**src/rtl/cmd_saver.sv**
```systemverilog
// ============================================================================
// cmd_saver : streams a RAM range out as a TRS-80 /CMD file over ioctl upload
// Revision  : 1.0
// ============================================================================
`timescale 1ns/1ps
`default_nettype none

module cmd_saver #(
  parameter int INDEX       = 2,
  parameter int BLOCK       = 256,
  parameter int RAM_LATENCY = 2
) (
  input  logic        clock,
  input  logic        reset,
  input  logic [15:0] start_addr,
  input  logic [15:0] end_addr,
  input  logic [15:0] entry_addr,
  input  logic        ioctl_upload,
  input  logic [15:0] ioctl_index,
  input  logic        ioctl_rd,
  input  logic [23:0] ioctl_addr,
  output logic [7:0]  ioctl_din,
  output logic        ioctl_wait,
  output logic [15:0] saver_addr,
  output logic        saver_rd,
  input  logic [7:0]  saver_din,
  output logic        saver_upload,
  output logic [23:0] file_size,
  output logic        error
);

  typedef enum logic [3:0] {
    S_IDLE     = 4'd0,
    S_HDR_TYPE = 4'd1,
    S_HDR_LEN  = 4'd2,
    S_HDR_LSB  = 4'd3,
    S_HDR_MSB  = 4'd4,
    S_FETCH    = 4'd5,
    S_DATA     = 4'd6,
    S_TRL_TYPE = 4'd7,
    S_TRL_LEN  = 4'd8,
    S_TRL_LSB  = 4'd9,
    S_TRL_MSB  = 4'd10,
    S_DONE     = 4'd11
  } state_t;

  state_t      state_q;
  logic [15:0] cur_q;
  logic [15:0] entry_q;
  logic [16:0] rem_q;
  logic [8:0]  blk_q;
  logic [7:0]  lat_q;
  logic [7:0]  din_q;
  logic        wait_q;
  logic [15:0] addr_q;
  logic        rd_q;
  logic        upload_q;
  logic [23:0] fsize_q;
  logic        error_q;

  logic        w_start;
  logic        w_err;
  logic [16:0] w_span;
  logic [16:0] w_nblk;
  logic [23:0] w_fsize;
  logic [8:0]  w_n;
  logic [7:0]  w_len;
  logic [15:0] cur_d;
  logic [16:0] rem_d;
  logic [8:0]  blk_d;

  assign w_start = ioctl_upload && (ioctl_index == 16'(INDEX)) && (ioctl_addr == 24'd0);
  assign w_err   = end_addr < start_addr;
  assign w_span  = {1'b0, end_addr} - {1'b0, start_addr} + 17'd1;
  assign w_nblk  = (w_span + 17'(BLOCK - 1)) / 17'(BLOCK);
  assign w_fsize = w_err ? 24'd4 : ({7'd0, w_span} + {5'd0, w_nblk, 2'b00} + 24'd4);

  // Block size for the header about to be emitted; a 256-byte block encodes as length 02.
  assign w_n   = (rem_q >= 17'(BLOCK)) ? 9'(BLOCK) : rem_q[8:0];
  assign w_len = w_n[7:0] + 8'd2;

  assign cur_d = cur_q + 16'd1;
  assign rem_d = rem_q - 17'd1;
  assign blk_d = blk_q - 9'd1;

  always_ff @(posedge clock or posedge reset) begin
    if (reset) begin
      state_q  <= S_IDLE;
      cur_q    <= 16'd0;
      entry_q  <= 16'd0;
      rem_q    <= 17'd0;
      blk_q    <= 9'd0;
      lat_q    <= 8'd0;
      din_q    <= 8'd0;
      wait_q   <= 1'b0;
      addr_q   <= 16'd0;
      rd_q     <= 1'b0;
      upload_q <= 1'b0;
      fsize_q  <= 24'd0;
      error_q  <= 1'b0;
    end else if (state_q != S_IDLE && !ioctl_upload) begin
      // Consumer gave up (or finished): release the RAM mux, keep last byte and size visible.
      state_q  <= S_IDLE;
      upload_q <= 1'b0;
      rd_q     <= 1'b0;
      wait_q   <= 1'b0;
    end else begin
      case (state_q)
        S_IDLE: begin
          if (w_start) begin
            cur_q    <= start_addr;
            entry_q  <= entry_addr;
            rem_q    <= w_err ? 17'd0 : w_span;
            error_q  <= w_err;
            fsize_q  <= w_fsize;
            upload_q <= 1'b1;
            wait_q   <= 1'b0;
            if (w_err) begin
              din_q   <= 8'h02;
              state_q <= S_TRL_TYPE;
            end else begin
              din_q   <= 8'h01;
              state_q <= S_HDR_TYPE;
            end
          end
        end
        S_HDR_TYPE: if (ioctl_rd) begin
          din_q   <= w_len;
          blk_q   <= w_n;
          state_q <= S_HDR_LEN;
        end
        S_HDR_LEN: if (ioctl_rd) begin
          din_q   <= cur_q[7:0];
          state_q <= S_HDR_LSB;
        end
        S_HDR_LSB: if (ioctl_rd) begin
          din_q   <= cur_q[15:8];
          state_q <= S_HDR_MSB;
        end
        S_HDR_MSB: if (ioctl_rd) begin
          wait_q  <= 1'b1;
          addr_q  <= cur_q;
          rd_q    <= 1'b1;
          lat_q   <= 8'd0;
          state_q <= S_FETCH;
        end
        S_FETCH: begin
          if (lat_q == 8'(RAM_LATENCY - 1)) begin
            din_q   <= saver_din;
            wait_q  <= 1'b0;
            rd_q    <= 1'b0;
            state_q <= S_DATA;
          end else begin
            lat_q <= lat_q + 8'd1;
          end
        end
        S_DATA: if (ioctl_rd) begin
          cur_q <= cur_d;
          rem_q <= rem_d;
          blk_q <= blk_d;
          if (blk_d != 9'd0) begin
            wait_q  <= 1'b1;
            addr_q  <= cur_d;
            rd_q    <= 1'b1;
            lat_q   <= 8'd0;
            state_q <= S_FETCH;
          end else if (rem_d != 17'd0) begin
            din_q   <= 8'h01;
            state_q <= S_HDR_TYPE;
          end else begin
            din_q   <= 8'h02;
            state_q <= S_TRL_TYPE;
          end
        end
        S_TRL_TYPE: if (ioctl_rd) begin
          din_q   <= 8'h02;
          state_q <= S_TRL_LEN;
        end
        S_TRL_LEN: if (ioctl_rd) begin
          din_q   <= entry_q[7:0];
          state_q <= S_TRL_LSB;
        end
        S_TRL_LSB: if (ioctl_rd) begin
          din_q   <= entry_q[15:8];
          state_q <= S_TRL_MSB;
        end
        S_TRL_MSB: if (ioctl_rd) begin
          din_q   <= 8'h00;
          state_q <= S_DONE;
        end
        S_DONE: begin
        end
        default: state_q <= S_IDLE;
      endcase
    end
  end

  assign ioctl_din    = din_q;
  assign ioctl_wait   = wait_q;
  assign saver_addr   = addr_q;
  assign saver_rd     = rd_q;
  assign saver_upload = upload_q;
  assign file_size    = fsize_q;
  assign error        = error_q;

endmodule

`default_nettype wire

```
**config.mk**
```make
export PLATFORM = sky130hd
export DESIGN_NAME = cmd_saver
export DESIGN_NICKNAME = d
export VERILOG_FILES = /design/src/rtl/cmd_saver.sv
export SDC_FILE = /design/constraint.sdc
export NUM_CORES = 1
export LEC_CHECK = 0
export CELL_PAD_IN_SITES_DETAIL_PLACEMENT = 1
export CELL_PAD_IN_SITES_GLOBAL_PLACEMENT = 2
export CORE_ASPECT_RATIO = 1.75
export CORE_MARGIN = 8
export CORE_UTILIZATION = 32
export DETAILED_ROUTE_END_ITERATION = 12
export PLACE_DENSITY_LB_ADDON = 0.1
export RECOVER_POWER = 50
export REMOVE_ABC_BUFFERS = 1
export SYNTH_ARGS = -nofsm -noshare
export SYNTH_HDL_FRONTEND = slang
export SYNTH_SLANG_ARGS = --single-unit
export TNS_END_PERCENT = 30
```
**constraint.sdc**
```tcl
create_clock -name clock -period 4.8 [get_ports clock]
set_clock_uncertainty 0.2 [all_clocks]
set_input_delay 0.48 -clock clock [delete_from_list [all_inputs] [get_ports clock]]
set_output_delay 0.48 -clock clock [all_outputs]
set_load 0.05 [all_outputs]
```
# --- Word-level counts from Yosys, hierarchy flattened ---
# Index checks and enable logic that the tools add are counted.
word_totals:
  word_cells: 156
  register_bits: 122
  output_inout_bits: 52
  inputBits: 100
op_classes:
  mux: 62
  magnitude_cmp: 2
  bitwise: 1
  eq_ne: 40
  n_addsub: 10
  reduce_logical: 28
op_table:
  columns: ["cell", "n"]
  rows:
  - ["2-to-1 mux 8 bit", 14]
  - ["2-to-1 mux 16 bit", 5]
  - ["one-hot mux 8 bit (10 select lines)", 1]
  - ["one-hot mux 16 bit (2 select lines)", 2]
  - ["2-to-1 mux 17 bit", 3]
  - ["2-to-1 mux 4 bit", 12]
  - ["one-hot mux 4 bit (12 select lines)", 1]
  - ["inequality test 3 bit (second input constant)", 12]
  - ["one-hot mux 17 bit (2 select lines)", 1]
  - ["inequality test 2 bit (second input constant)", 15]
  - ["2-to-1 mux 9 bit", 3]
  - ["logical NOT 24 bit", 1]
  - ["one-hot mux 8 bit (3 select lines)", 1]
  - ["adder 18 x 3 -> 19 bit (second input constant)", 1]
  - ["2-to-1 mux 19 bit", 1]
  - ["adder 17 x 11 -> 18 bit", 1]
  - ["one-hot mux 9 bit (2 select lines)", 1]
  - ["adder 17 x 1 -> 17 bit (second input constant)", 1]
  - ["adder 17 x 8 -> 17 bit (second input constant)", 1]
  - ["greater-or-equal comparator 17 x 9 -> 1 bit (second input constant)", 1]
  - ["nonzero test 17 bit", 1]
  - ["subtractor 16 x 16 -> 17 bit", 1]
  - ["subtractor 17 x 1 -> 17 bit (second input constant)", 1]
  - ["adder 16 x 1 -> 16 bit (second input constant)", 1]
  - ["32 further kinds", 61]

# --- Logic depth before layout (Yosys ltp) ---
depth:
  word_depth: 7
  mapped_depth: 25
  ltp_nobuf: 25

# --- Worst setup path after synthesis ---
# OpenSTA, ideal clock, no wires.
synth_path:
  path_type: "input-to-reg"
  startpoint: "input start_addr[1]"
  endpoint: "register fsize_q[15] (netlist: file_size[15])"
  setup_slack_ns: -0.978
  t_arrival_ns: 5.482
  path_stages: 22
  t_required_ns: 4.504
  setup_ns: 0.096
  n_path_buf: 0
  cell_sequence: "inv_1 > ha_1 > inv_1 > ha_1 > fa_1 > or4_1 > or4b_1 > or3b_4 > nand2_4 > nor2_1 > xor2_1 > ha_1 > fa_1 > a21o_1 > a21oi_1 > nand2b_1 > a21boi_0 > o21a_1 > o41ai_1 > nor2_1 > xnor2_1 > o31ai_1"
synth_between:
  elab_chain_len: 6
  elab_cells_between_ends: 7
  classes_between: "5 x add/sub; 1 x order compare; 1 x mux"
synth_rtl:
  columns: ["element", "line", "text"]
  rows:
  - ["from (decl)", "15", "input logic [15:0] start_addr,"]
  - ["subtractor 16 x 16 -> 17 bit", "74", "assign w_span = {1'b0, end_addr} - {1'b0, start_addr} + 17'd1;"]
  - ["adder 17 x 1 -> 17 bit", "74", null]
  - ["adder 17 x 8 -> 17 bit", "75", "assign w_nblk = (w_span + 17'(BLOCK - 1)) / 17'(BLOCK);"]
  - ["adder 17 x 11 -> 18 bit", "76", "assign w_fsize = w_err ? 24'd4 : ({7'd0, w_span} + {5'd0, w_nblk, 2'b00} + 24'd4);"]
  - ["adder 18 x 3 -> 19 bit", "76", null]
  - ["2-to-1 mux 19 bit *", "76", null]
  - ["to (signal assigned)", "115", "fsize_q <= w_fsize;"]
  - ["to (decl)", "58", "logic [23:0] fsize_q;"]
# Every way passes the cells marked *; elsewhere a longest branch is shown, timed or not.
# A chain may end at the register's enable or synchronous reset.

# --- Worst setup path after layout ---
layout_path:
  startpoint: "input end_addr[1]"
  endpoint: "register fsize_q[11] (netlist: file_size[11])"
layout_between:
  elab_chain_len: 6
  elab_cells_between_ends: 7
  classes_between: "5 x add/sub; 1 x order compare; 1 x mux"
layout_rtl:
  columns: ["element", "line", "text"]
  rows:
  - ["from (decl)", "16", "input logic [15:0] end_addr,"]
  - ["subtractor 16 x 16 -> 17 bit", "74", null]
  - ["adder 17 x 1 -> 17 bit", "74", null]
  - ["adder 17 x 8 -> 17 bit", "75", null]
  - ["adder 17 x 11 -> 18 bit", "76", null]
  - ["adder 18 x 3 -> 19 bit", "76", null]
  - ["2-to-1 mux 19 bit *", "76", null]
# Marked as above.

==> results by group <==
Final layout
  • Final instance area: 12500 um2
  • # diodes: 0
  • Final layout net count: about 1500
  • Commonest cells after routing, fill and taps aside: nand2_1 (151), buf_4 (135), dfrtp_1 (116)
  • Register Area: approximately 2900 um2
  • Non-filler instance count after layout: 1732
  • Commonest non-fill, non-tap cell in the layout: nand2_1
  • Synthesis-to-finish area growth: 41.9%
  • Area of the multi-input gates: between 5000 and 6000 um2
  • Layout cell share with drive strength beyond 1: between 10% and 20%
  • FILL cells: about 3300

Yosys
  • Xor-xnor portion of the synthesized cell area: approximately 6.0%
  • Register area share after synthesis: around a third
  • Main combinational cell family by area after synthesis: compound AO/OA/AOI/OAI gates
  • Top FF cell, synth: dfrtp_1
  • Mux cell area share after synthesis: 1.02%
  • Avg Inst Size Synth: approximately 8.0 um2
  • Seq cells post-synth: between 100 and 150
  • Synth Area in Simple Gates: about 22%
  • Post-synth EDFFs: 0
  • Synth Area in Compound Gates: around 22%
  • Distinct cells, synth: 73
  • Post-Syn Area: 8810 um2
  • Synth Instances: roughly 1100
  • Synth Area in Adders: a little over a tenth
  • Async set-or-reset flop fraction in the synthesized netlist: 100%
  • Synth warnings: 0

Setup path
  • CP required: between 4 and 5 ns
  • Data arrival, critical path: roughly 5.6 ns
  • Crit Path Class: input pin to register
  • CP endpoint kind: register
  • Crit-path slowest cell: or4_1
  • Worst path bufs/invs: 4
  • Family with the most delay on the worst path: simple AND/OR/NAND/NOR gates
  • Startpoint Class: input pin
  • Worst path max stage delay: between 0.5 and 0.6 ns
  • Critical path peak fanout: 3

Route
  • DR vias: ~9000
  • Pre-antenna DRT Iters: 4
  • Routed wire per std cell: around 20 um
  • Initial drt markers: roughly 380
  • DRT Wirelength: between 30000 and 40000 um
  • Via density per instance: 5.20
  • Antenna-violating nets left: 0
  • Residual DRC count: 0

Clock network
  • Clock buffer depth: 2
  • Clk Tree Root Cell: clkbuf_16
  • CTS tree: done
  • CTS Buf Count: 17
  • Sink Count: around 120
  • Worst-Skew Late Latency: 0.45 ns
  • Clk slew on worst S/H paths: approximately 0.060 ns
  • Htree depth: 4

Placed design
  • HPWL Detailed: ~26000 um
  • Port bufs: ~150
  • Placed Area: around 11000 um2
  • Cells after DPL: between 1500 and 2000
  • Setup slack at placement: -1.73 ns
  • GPL Wtd Cong: between 0.8 and 0.9

Global routing
  • All-Layer GR Usage: between 20% and 30%
  • Antenna violations before repair: 0
  • First-pass GRT wire length: roughly 54000 um
  • Largest net degree at the start of global routing: 60
  • Grt ovf: 0
  • Vias in the first global route: between 9000 and 10000

STA
  • Final setup fails: 11
  • Actual slew at the worst max-slew pin: roughly 2.7 ns
  • RSZ-0062 raised after global routing: yes
  • Final slew viol count: just under 60
  • Final Cycle Share: 115%
  • Final Hold Vio Count: 0
  • Period minus WS final: between 5 and 6 ns
  • Fmax: 181 MHz
  • Crit path setup slack, layout: -0.718 ns
  • Slew HR: -83.5%

Floorplan
  • Placement Rows: 80
  • Placeable Area: 27200 um2
  • Die H: 236 um
  • Die ar.: 33300 um2
  • Initial Utilization: 32.4%
  • Boundary Pins: approximately 150
  • Width of the die: 141 um

Power
  • Clock share of power: 35.0%
  • P_sw: between 0.001 and 0.0015 W
  • Max VDD drop: about 0.00028 V
  • Leak: about 5.6 nW
  • Power Internal: between 0.002 and 0.003 W
  • Comb pwr share: 41.3%
  • Pwr Total: ~0.0043 W
  • Pwr per Cell Area: 342 nW/um2
  • Switching share of total power: 31.0%
  • Reg power frac: 23.7%

Outcome
  • Outcome: finished, violations left
  • Failing checks: capacitance limit, slew limit, setup timing

Min path
  • HP Class: input pin to register

Flow run
  • Number of max-cap violations: 1
## state kept, by name, indices dropped and copies added, names as in the netlist
name and cells:
blk_q 9, file_size 18, cur_q 16, entry_q 16, ioctl_wait 1, saver_upload 1
state_q 4, rem_q 17, error 1, ioctl_din 8, lat_q 8, saver_rd 1
saver_addr 16
## cells in the mapped netlist (6+ instances only)
library cell	instances	area [um2]
nand2_1	152	571
dfrtp_1	116	2900
a21oi_1	108	541
nor2_1	93	349
o21ai_0	91	455
inv_1	68	255
ha_1	59	738
clkbuf_1	39	146
xnor2_1	36	315
nor3_1	31	155
nand3_1	26	130
xor2_1	23	201
o22ai_1	18	113
nor4_1	16	100
a31oi_1	13	81.3
nor2b_1	12	75.1
o31ai_1	12	90.1
and2_1	11	68.8
a22oi_1	10	75.1
and3_1	10	62.6
nand4_1	10	62.6
fa_1	9	180
a21o_1	8	60.1
buf_4	8	60.1
mux2_2	8	90.1
nor3b_1	8	60.1
o21a_1	8	60.1
buf_1	7	26.3
nand2b_1	6	37.5
## tightest hold or removal path: stages
cell and delay [ns]:
buf_4 0.11, a21oi_1 0.06, o21ai_0 0.13
## power by group through the flow
stage | Combinational (W) | Clock [W] | Sequential, W
2_1_floorplan | 0.000691 | 0 | 0.00103
6_report | 0.00177 | 0.00150 | 0.00101
3_3_place_gp | 0.00132 | 0 | 0.00103
4_1_cts | 0.00167 | 0.00153 | 0.00101
5_1_grt | 0.00192 | 0.00156 | 0.00102
3_5_place_dp | 0.00135 | 0 | 0.00103
## final cells by class
| type | instances | area share, % |
|---|---|---|
| Timing Repair Buffer | 284 | 19.9 |
| Clock inverter | 13 | 1.83 |
| Tap cell | 369 | 3.69 |
| Clock buffer | 19 | 3.62 |
| Inverter | 68 | 2.09 |
| Sequential cell | 116 | 23.2 |
| Multi-Input combinational cell | 863 | 45.7 |
## through the flow
step / util, % / setup TNS, ns / hold slack, ns
6_report: 45.9 / -6.63 / 0.177
5_1_grt: 45.9 / -8.55 / 0.186
4_1_cts: 45.6 / -3.57 / 0.159
3_5_place_dp: 41.7 / -17.13 / 0.265
3_3_place_gp: 41.7 / -15.91 / 0.255
2_1_floorplan: - / -6.36 / 0.237
## final timing paths
kind | start | end | slack [ns] | depth (start not counted)
max | end_addr[1] | file_size[11]$_DFFE_PP0P_ | -0.72 | 25
min | start_addr[2] | cur_q[2]$_DFFE_PP0P_ | 0.18 | 3
max reg2reg | blk_q[0]$_DFFE_PP0P_ | saver_addr[7]$_DFFE_PP0P_ | 1.38 | 11
min reg2reg | saver_addr[8]$_DFFE_PP0P_ | saver_addr[8]$_DFFE_PP0P_ | 0.27 | 2
max in group asynchronous | reset | lat_q[2]$_DFFE_PP0P_ | 1.53 | 3
min in group asynchronous | reset | entry_q[8]$_DFFE_PP0P_ | 1.07 | 2
## metal layers
layer  global-route usage, %  up-vias  part of all wire [%]
li1                        -     4380                     -
met2                    38.7      184                    54
met3                    3.84       55                   3.5
met1                    21.9     4384                    40
met4                    8.83        0                   3.3
met5                       0        -                     0
## timing repair
action | in CTS | in global routing
pin swaps | 49 | 23
setup buffers | 21 | 4
hold buffers | 0 | 0
endpoints found under the setup margin | 13 | 11
resized for setup | 91 | 12
## cell families (layout without fill, tap and decap cells)
logic type | after synthesis | count (layout)
buf+inv | 127 | 384
mux | 8 | 8
xor+xnor | 60 | 60
simple gates | 402 | 402
flops | 116 | 116
fa+ha+maj | 68 | 68
compound gates | 319 | 319
other cells | 1 | 6
(Power assumes the default switching activity.)
